File: config.mk
export PLATFORM = sky130hd
export DESIGN_NAME = uart_rx_os
export DESIGN_NICKNAME = d
export VERILOG_FILES = /design/src/rtl/uart_rx_os.sv
export SDC_FILE = /design/constraint.sdc
export NUM_CORES = 1
export LEC_CHECK = 0
export ABC_AREA = 1
export ABC_CLOCK_PERIOD_IN_PS = 1500
export CORE_ASPECT_RATIO = 1.2
export CORE_MARGIN = 2
export CORE_UTILIZATION = 49
export CTS_CLUSTER_DIAMETER = 30
export DETAILED_ROUTE_END_ITERATION = 8
export PLACE_DENSITY = 0.73
export SLEW_MARGIN = 30
export SYNTH_ARGS = -nofsm -noshare
export SYNTH_HDL_FRONTEND = slang
export SYNTH_SLANG_ARGS = --single-unit
File: constraint.sdc
create_clock -name clk -period 1.5 [get_ports clk]
set_clock_uncertainty 0.2 [all_clocks]
set_input_delay 0.3 -clock clk [delete_from_list [all_inputs] [get_ports clk]]
set_output_delay 0.3 -clock clk [all_outputs]
set_load 0.01 [all_outputs]
File: src/rtl/uart_rx_os.sv
// Oversampling 8N1 UART receiver: synchronises rx, detects the start bit,
// samples each data and stop bit at mid-bit, and flags bad stop bits.
module uart_rx_os #(
    parameter int DATA_BITS = 8,
    parameter int OS_RATE   = 16
) (
    input  logic                 clk,
    input  logic                 rst,
    input  logic                 b_tick,
    input  logic                 rx,
    output logic [DATA_BITS-1:0] rx_data,
    output logic                 rx_done,
    output logic                 rx_busy,
    output logic                 frame_err
);

    localparam int TICK_W = $clog2(OS_RATE);
    localparam int BIT_W  = $clog2(DATA_BITS);

    localparam logic [TICK_W-1:0] TICK_MID  = TICK_W'(OS_RATE / 2 - 1);
    localparam logic [TICK_W-1:0] TICK_LAST = TICK_W'(OS_RATE - 1);
    localparam logic [BIT_W-1:0]  BIT_LAST  = BIT_W'(DATA_BITS - 1);

    typedef enum logic [1:0] {
        S_IDLE,
        S_START,
        S_DATA,
        S_STOP
    } state_t;

    state_t                r_state;
    logic                  r_rx_meta;
    logic                  r_rx_s;
    logic [TICK_W-1:0]     r_tick_cnt;
    logic [BIT_W-1:0]      r_bit_cnt;
    logic [DATA_BITS-1:0]  r_shift;
    logic [DATA_BITS-1:0]  r_rx_data;
    logic                  r_rx_done;
    logic                  r_frame_err;

    // NOTE: synchroniser flops reset to 1 (idle line) so reset never looks like a start bit.
    always_ff @(posedge clk or posedge rst) begin
        if (rst) begin
            r_rx_meta <= 1'b1;
            r_rx_s    <= 1'b1;
        end else begin
            r_rx_meta <= rx;
            r_rx_s    <= r_rx_meta;
        end
    end

    always_ff @(posedge clk or posedge rst) begin
        if (rst) begin
            r_state     <= S_IDLE;
            r_tick_cnt  <= '0;
            r_bit_cnt   <= '0;
            r_shift     <= '0;
            r_rx_data   <= '0;
            r_rx_done   <= 1'b0;
            r_frame_err <= 1'b0;
        end else begin
            r_rx_done <= 1'b0;
            case (r_state)
                S_IDLE: begin
                    if (!r_rx_s) begin
                        r_state    <= S_START;
                        r_tick_cnt <= '0;
                    end
                end
                S_START: begin
                    if (b_tick) begin
                        // Re-check the line at mid start bit to reject glitches.
                        if (r_tick_cnt == TICK_MID) begin
                            if (!r_rx_s) begin
                                r_state    <= S_DATA;
                                r_tick_cnt <= '0;
                                r_bit_cnt  <= '0;
                            end else begin
                                r_state <= S_IDLE;
                            end
                        end else begin
                            r_tick_cnt <= r_tick_cnt + 1'b1;
                        end
                    end
                end
                S_DATA: begin
                    if (b_tick) begin
                        if (r_tick_cnt == TICK_LAST) begin
                            r_shift    <= {r_rx_s, r_shift[DATA_BITS-1:1]};
                            r_tick_cnt <= '0;
                            if (r_bit_cnt == BIT_LAST) begin
                                r_state <= S_STOP;
                            end else begin
                                r_bit_cnt <= r_bit_cnt + 1'b1;
                            end
                        end else begin
                            r_tick_cnt <= r_tick_cnt + 1'b1;
                        end
                    end
                end
                S_STOP: begin
                    if (b_tick) begin
                        // Leave at mid stop bit so a back-to-back start edge is not missed.
                        if (r_tick_cnt == TICK_LAST) begin
                            r_rx_data   <= r_shift;
                            r_frame_err <= ~r_rx_s;
                            r_rx_done   <= 1'b1;
                            r_state     <= S_IDLE;
                            r_tick_cnt  <= '0;
                        end else begin
                            r_tick_cnt <= r_tick_cnt + 1'b1;
                        end
                    end
                end
                default: begin
                    r_state <= S_IDLE;
                end
            endcase
        end
    end

    assign rx_data   = r_rx_data;
    assign rx_done   = r_rx_done;
    assign frame_err = r_frame_err;
    assign rx_busy   = (r_state != S_IDLE);

endmodule

==> results.ini, run 1 <==
[status]
violations = negative setup slack
outcome = finished with violations

[power]
intPower_w = 0.001682
clkPwrFrac_pct = 17.3
switchingPower_w = 0.001080
combPwrFrac_pct = 48.2
powerDensity_nw_per_um2 = 1258
pwr-share-seq_pct = 34.6
vdd.ir_drop.worst_uv = 860.0
leakage_nw = 1.005
swShare_pct = 39.10

[die]
dieArea_um2 = 3357
io_pins = 15
initial_core_util_pct = 51.17
fp.coreArea_um2 = 2785
rows = 21
die_x_um = 53.23
die_y_um = 63.08

[worst_setup_path]
rr_worst_depth = 7
critPathKind = reg2reg
cp_data_required_time_ns = 1.51
crit_arrival_ns = 1.59
timing.rr.end = rx_data[1]$_DFFE_PP0P_
critPathLaunch = r_tick_cnt[1]$_DFFE_PP0P_
critical_path.startpoint_type = register
reg2reg_from = r_tick_cnt[1]$_DFFE_PP0P_
endpoint_kind = register
critPathMaxFanout = 5
timing.critical_path.to = rx_data[1]$_DFFE_PP0P_
rrSetupSlack_ns = -0.09

[clock_tree]
cts_sinks = 29
cts_buffers = 5
clockBufferDepth = 2
clock_latency_ns = 0.32
root_buffer = clkbuf_4
cts_tree = built
path_clk_slew_ns = 0.08
ctsHtreeMaxLevel = 2

[timing]
setup_violations = 24
worstMarginPinSlew_ns = 0.3662
fin_ws_ns = -0.08793
period_minus_slack_ns = 1.588
max_slew_margin_pct = 75.51
min_period_over_period_pct = 105.9
final-max-slew-violation-count = 0
whs_ns = 0.1625
finalHoldViolCount = 0
max_freq_mhz = 629.8
grt_setup_unrepaired = yes

[logic_synthesis]
yosysUniqueCellTypes = 22
yosysSeqAreaShare_pct = 51.10
synth_nets = 160
synthCells = 153
syn-cell-area_um2 = 1425
syn_area_per_cell_um2 = 9.314
synth-seq-cells = 29
ys_warn_count = 0
synthTopCellsByArea = dfrtp_1, nand2_1, o21ai_2
yosys.area.top_type = dfrtp_1
netlist.area_leader.share_pct = 47.41

[route]
first_pass_iters = 5
wl_per_cell_um = 15.83
dr.first_iter.drc_count = 26
drtAntennaViolNets = 0
drc_errors = 0
vias = 1200
vias_per_cell = 5.128
wl_um = 3704

[global_routing]
use_met2_pct = 34.26
grt_pass1_vias = 1215
grt_pass1_wl_um = 5416
track_usage_pct = 21.77
grt_busiest_layer = met2
use_met3_pct = 6.161
use_met1_pct = 27.96
grt_overflow = 0
grt_max_degree = 19
antenna_found_initial = 0

[finish]
num_antenna_cells = 0
syn2layout_area_growth_pct = 54.08
nNetsFinal = 207
drive_gt1_share_pct = 57.50
fill_cells = 196

[placement]
dpl.hpwl_um = 2059
pre_cts_ws_ns = -0.2875
finalWeightedCongestion = 0.7983
io_buffers = 14

[flow_run]
max_cap_viol_count = 0

[min_path]
min_path_type = reg2reg

registers in the layout (all words and copies together) (netlist names), named ones only:
signal,flops
r_shift,8
rx_data,8
r_tick_cnt,4
r_bit_cnt,3
frame_err,1
r_rx_meta,1
r_rx_s,1
r_state,1
rx_done,1
metal layers:
metal,wire [um],share of wire [%]
met4,83,2.2
met1,1528,41
met3,116,3.1
met2,1976,53
met5,0,0
logic make-up (layout without fill, tap and decap cells):
| group | after synthesis | count (layout) | share of synthesized area [%] |
|---|---|---|---|
| adder cells (fa/ha/maj) | 3 | 3 | 2.634 |
| buffers and inverters | 24 | 71 | 8.428 |
| AND/OR/NAND/NOR | 71 | 71 | 23.88 |
| XOR/XNOR | 1 | 1 | 0.6147 |
| AO/OA/AOI/OAI | 25 | 25 | 13.34 |
| flip-flops | 29 | 29 | 51.10 |
timing repair:
action | 4_1_cts | 5_1_grt
setup buffers | 5 | 7
endpoints found under the setup margin | 37 | 33
endpoints found under the hold margin | 4 | 0
cloned | 1 | 3
hold buffers | 1 | 0
gates resized for setup | 54 | 58
pin swaps | 16 | 16
power by group through the flow:
| stage | Clock, W | Sequential, W | Combinational (W) |
|---|---|---|---|
| 2_1_floorplan | 0 | 0.000929 | 0.000582 |
| 3_3_place_gp | 0 | 0.000936 | 0.000827 |
| 3_5_place_dp | 0 | 0.000941 | 0.000865 |
| 4_1_cts | 0.000480 | 0.000925 | 0.00105 |
| 5_1_grt | 0.000531 | 0.000963 | 0.00144 |
| 6_report | 0.000478 | 0.000955 | 0.00133 |
critical path: stages (launching register included):
cell and delay [ns]:
dfrtp_1 0.40, ha_4 0.17, nand3_4 0.11, inv_4 0.10, nand4_4 0.16, buf_12 0.22
nand2_4 0.06, o21ai_4 0.05
stage by stage:
stage	cells	setup TNS [ns]	total power, W	area [um2]	utilization [%]
3_3_place_gp	211	-4.363	0.001763	1705	61.23
6_report	234	-1.007	0.002762	2196	78.84
3_5_place_dp	211	-5.092	0.001806	1705	61.23
4_1_cts	224	-0.1435	0.002453	1913	68.69
5_1_grt	234	-2.561	0.002931	2196	78.84
2_1_floorplan	153	-0.01911	0.001512	1425	-
placed cells by master (no fill, tap or decap), types with 4 or more instances in the layout:
master,instances
buf_4,19
buf_6,5
clkbuf_2,7
clkbuf_4,5
dfrtp_1,26
inv_1,15
nand2_1,23
nand2_2,8
nand2_4,19
nor2_1,4
nor2_4,6
o21ai_2,18
worst min path at each step:
stage	cells after the start	endpoint	start	slack, ns
global route	0	r_rx_s$_DFF_PP1_	r_rx_meta$_DFF_PP1_	0.16
CTS	0	r_rx_s$_DFF_PP1_	r_rx_meta$_DFF_PP1_	0.16
detailed placement	0	r_rx_s$_DFF_PP1_	r_rx_meta$_DFF_PP1_	0.15
finish	0	r_rx_s$_DFF_PP1_	r_rx_meta$_DFF_PP1_	0.16
global placement	0	r_rx_s$_DFF_PP1_	r_rx_meta$_DFF_PP1_	0.15
floorplan	0	r_rx_meta$_DFF_PP1_	rx	0.10
cell usage after synthesis:
cell,instances
a211o_2,1
a21oi_1,2
buf_6,4
dfrtp_1,27
dfstp_2,2
ha_1,3
inv_1,17
inv_2,3
nand2_1,48
nand2_2,2
nand3_1,6
nand3_2,2
nand3b_1,1
nand4_4,1
nor2_1,6
nor2_2,1
nor2_4,3
o21ai_0,5
o21ai_1,1
o21ai_2,16
or2_1,1
xor2_1,1
cell type report:
cell class | count | area, um2 | area share, %
sequential | 29 | 729.5 | 33.22
multi-input combinational | 100 | 847.1 | 38.58
inverter | 20 | 80.08 | 3.647
timing repair buffer | 44 | 441.7 | 20.11
tap | 34 | 42.54 | 1.937
clock buffer | 7 | 55.05 | 2.507
Power figures use the tool's default switching activity.
==> inputs of run 2 (changes only) <==
--- a/config.mk
+++ b/config.mk
@@ -6,13 +6,13 @@
 export NUM_CORES = 1
 export LEC_CHECK = 0
 export ABC_AREA = 1
-export ABC_CLOCK_PERIOD_IN_PS = 1500
+export ABC_CLOCK_PERIOD_IN_PS = 1860
 export CORE_ASPECT_RATIO = 1.2
 export CORE_MARGIN = 2
-export CORE_UTILIZATION = 49
+export CORE_UTILIZATION = 59
 export CTS_CLUSTER_DIAMETER = 30
 export DETAILED_ROUTE_END_ITERATION = 8
-export PLACE_DENSITY = 0.73
+export PLACE_DENSITY = 0.83
 export SLEW_MARGIN = 30
 export SYNTH_ARGS = -nofsm -noshare
 export SYNTH_HDL_FRONTEND = slang
==> constraint.sdc (replaced) <==
create_clock -name clk -period 1.86 [get_ports clk]
set_clock_uncertainty 0.2 [all_clocks]
set_input_delay 0.372 -clock clk [delete_from_list [all_inputs] [get_ports clk]]
set_output_delay 0.372 -clock clk [all_outputs]
set_load 0.01 [all_outputs]
==> run 2 against run 1 <==
Net effect:
- the flow now finishes without violations
- register-to-register slack better by 0.23 ns
- wire length down 34%
- global-route usage down 0.58 points
- non-clock buffer count down 26
- first-iteration DRC count down 62%
- combinational power down 58%
- worst setup slack better by 0.13 ns
- sequential power down 21%
- via count down 12%
- largest cell class is now flip-flops and latches
- largest power group is now registers
==> results.ini, run 2 (synthesized netlist as in run 1, its figures left out) <==
[route]
drc_errors = 0  ; unchanged
dr.first_iter.drc_count = 10  ; was 26
vias = 1051  ; was 1200
drtAntennaViolNets = 0  ; unchanged
first_pass_iters = 4  ; was 5
vias_per_cell = 5.102  ; was 5.128
wl_um = 2434  ; was 3704 um
wl_per_cell_um = 11.82  ; was 15.83 um

[timing]
max_freq_mhz = 550.4
setup_violations = 0  ; was 24
max_slew_margin_pct = 76.29  ; was 75.51%
tns_ns = 0  ; was -1.007 ns
grt_setup_unrepaired = no  ; was yes
final-max-slew-violation-count = 0  ; unchanged
worstMarginPinSlew_ns = 0.3556  ; was 0.3662 ns
fin_ws_ns = 0.04323  ; was -0.08793 ns
finalHoldViolCount = 0  ; unchanged
period_minus_slack_ns = 1.817
min_period_over_period_pct = 97.68

[clock_tree]
root_buffer = clkbuf_4  ; unchanged
cts_sinks = 29  ; unchanged
ctsHtreeMaxLevel = 2  ; unchanged
cts_tree = built  ; unchanged
cts_hold_buf = 0  ; was 1
path_clk_slew_ns = 0.10  ; was 0.08 ns
clock_latency_ns = 0.33  ; was 0.32 ns
clockBufferDepth = 2  ; unchanged
cts_buffers = 5  ; unchanged

[power]
leakage_nw = 0.8440  ; was 1.005 nW
vdd.ir_drop.worst_uv = 1157  ; was 860.0 uV
powerDensity_nw_per_um2 = 1099  ; was 1258 nW/um2

[worst_setup_path]
crit_slowest_cell = clkdlybuf4s50_1  ; was dfrtp_1
rrSetupSlack_ns = 0.14  ; was -0.09 ns
crit_buf_inv = 1  ; was 2
timing.rr.end = rx_data[7]$_DFFE_PP0P_  ; was rx_data[1]$_DFFE_PP0P_
rr_worst_depth = 6  ; was 7
reg2reg_from = r_tick_cnt[0]$_DFFE_PP0P_  ; was r_tick_cnt[1]$_DFFE_PP0P_
worstPathCellList = clkdlybuf4s50_1  ; was ha_4 -> nand3_4 -> inv_4 -> nand4_4 -> buf_12 -> nand2_4 -> o21ai_4
endpoint_kind = output port  ; was register
crit_arrival_ns = 1.24  ; was 1.59 ns
critPathKind = reg2out  ; was reg2reg
crit_path_max_incr_delay_ns = 0.54  ; was 0.40 ns
critPathMaxFanout = 2  ; was 5
critPathTopFamily = buffers and inverters  ; was flip-flops
cp_data_required_time_ns = 1.29  ; was 1.51 ns
critical_path.startpoint_type = register  ; unchanged

[min_path]
min_path_type = reg2reg  ; unchanged
min_from = r_rx_meta$_DFF_PP1_  ; unchanged
hold_end = r_rx_s$_DFF_PP1_  ; unchanged
hold_depth = 0  ; unchanged

[placement]
io_buffers = 14  ; unchanged
pre_cts_ws_ns = -0.05061  ; was -0.2875 ns
dp.cells = 198  ; was 211
dpl.hpwl_um = 1801  ; was 2059 um
finalWeightedCongestion = 0.8799  ; was 0.7983

[die]
die_y_um = 57.84  ; was 63.08 um
io_pins = 15  ; unchanged
initial_core_util_pct = 62.45  ; was 51.17%
fp.coreArea_um2 = 2282  ; was 2785 um2
die_x_um = 48.87  ; was 53.23 um
rows = 19  ; was 21
dieArea_um2 = 2826  ; was 3357 um2

[finish]
fill_cells = 177  ; was 196
postLayoutCoreUtil_pct = 74.07  ; was 78.84%
syn2layout_area_growth_pct = 18.61  ; was 54.08%
final_cell_mix = nand2_1, dfrtp_1, inv_1  ; was dfrtp_1, nand2_1, nand2_4, buf_4, o21ai_2
drive_gt1_share_pct = 24.00  ; was 57.50%
fin_cells = 206  ; was 234
final_common_cell = nand2_1  ; was dfrtp_1
num_antenna_cells = 0  ; unchanged
nNetsFinal = 181  ; was 207

[global_routing]
grt_pass1_wl_um = 4429  ; was 5416 um
track_usage_pct = 21.20  ; was 21.77%
grt_max_degree = 30  ; was 19
antenna_found_initial = 0  ; unchanged
grt_overflow = 0  ; unchanged
grt_pass1_vias = 1046  ; was 1215

[flow_run]
max_cap_viol_count = 0  ; unchanged

[status]
outcome = complete, no violations  ; was finished with violations

-- run 2: timing repair --
action,4_1_cts,5_1_grt
endpoints found under the setup margin,1,2
setup buffers,0,0
resized for setup,1,2
hold endpoints to repair,0,0
-- run 2: final cells by class --
cell class	instances	area [um2]	share of cell area [%]
clock buffer	7	55.05	3.257
clock inverter	1	30.03	1.776
inverter	20	75.07	4.441
multi-input combinational	100	576.8	34.12
sequential	29	728.2	43.08
tap	31	38.79	2.295
timing repair buffer	18	186.4	11.03
-- run 2: worst max-delay path by stage --
| stage | startpoint | slack, ns | end | cells after the start |
|---|---|---|---|---|
| after floorplan | r_bit_cnt[0]$_DFFE_PP0P_ | 0.35 | r_bit_cnt[0]$_DFFE_PP0P_ | 8 |
| after global placement | b_tick | 0.006 | rx_data[5]$_DFFE_PP0P_ | 4 |
| after detailed placement | b_tick | -0.05 | rx_data[7]$_DFFE_PP0P_ | 4 |
| after CTS | rx_data[0]$_DFFE_PP0P_ | 0.02 | rx_data[0] | 1 |
| after global routing | rx_data[6]$_DFFE_PP0P_ | 0.007 | rx_data[6] | 1 |
| final | rx_data[6]$_DFFE_PP0P_ | 0.04 | rx_data[6] | 1 |
-- run 2: where the power goes --
part / switching (W) / internal (W)
Sequential: 0.0000557 / 0.000698
Combinational: 0.000368 / 0.000194
Clock: 0.000221 / 0.000321
Total: 0.000645 / 0.00121
-- run 2: per-layer routing --
| metal | vias to the layer above | GRT usage [%] | part of all wire [%] |
|---|---|---|---|
| met2 | 14 | 33.86 | 50 |
| met4 | 0 | 13.06 | 2.1 |
| met5 | - | 0 | 0 |
| met1 | 505 | 26.09 | 45 |
| li1 | 527 | - | - |
| met3 | 5 | 5.412 | 2.9 |
-- run 2: metrics by stage --
step                cell area (um2)  total power (W)  hold slack [ns]
floorplan                      1425         0.001219           0.1452
global placement               1602         0.001304           0.1497
detailed placement             1602         0.001338           0.1490
CTS                            1685         0.001878           0.1641
global route                   1690         0.001980           0.1722
finish                         1690         0.001857           0.1628
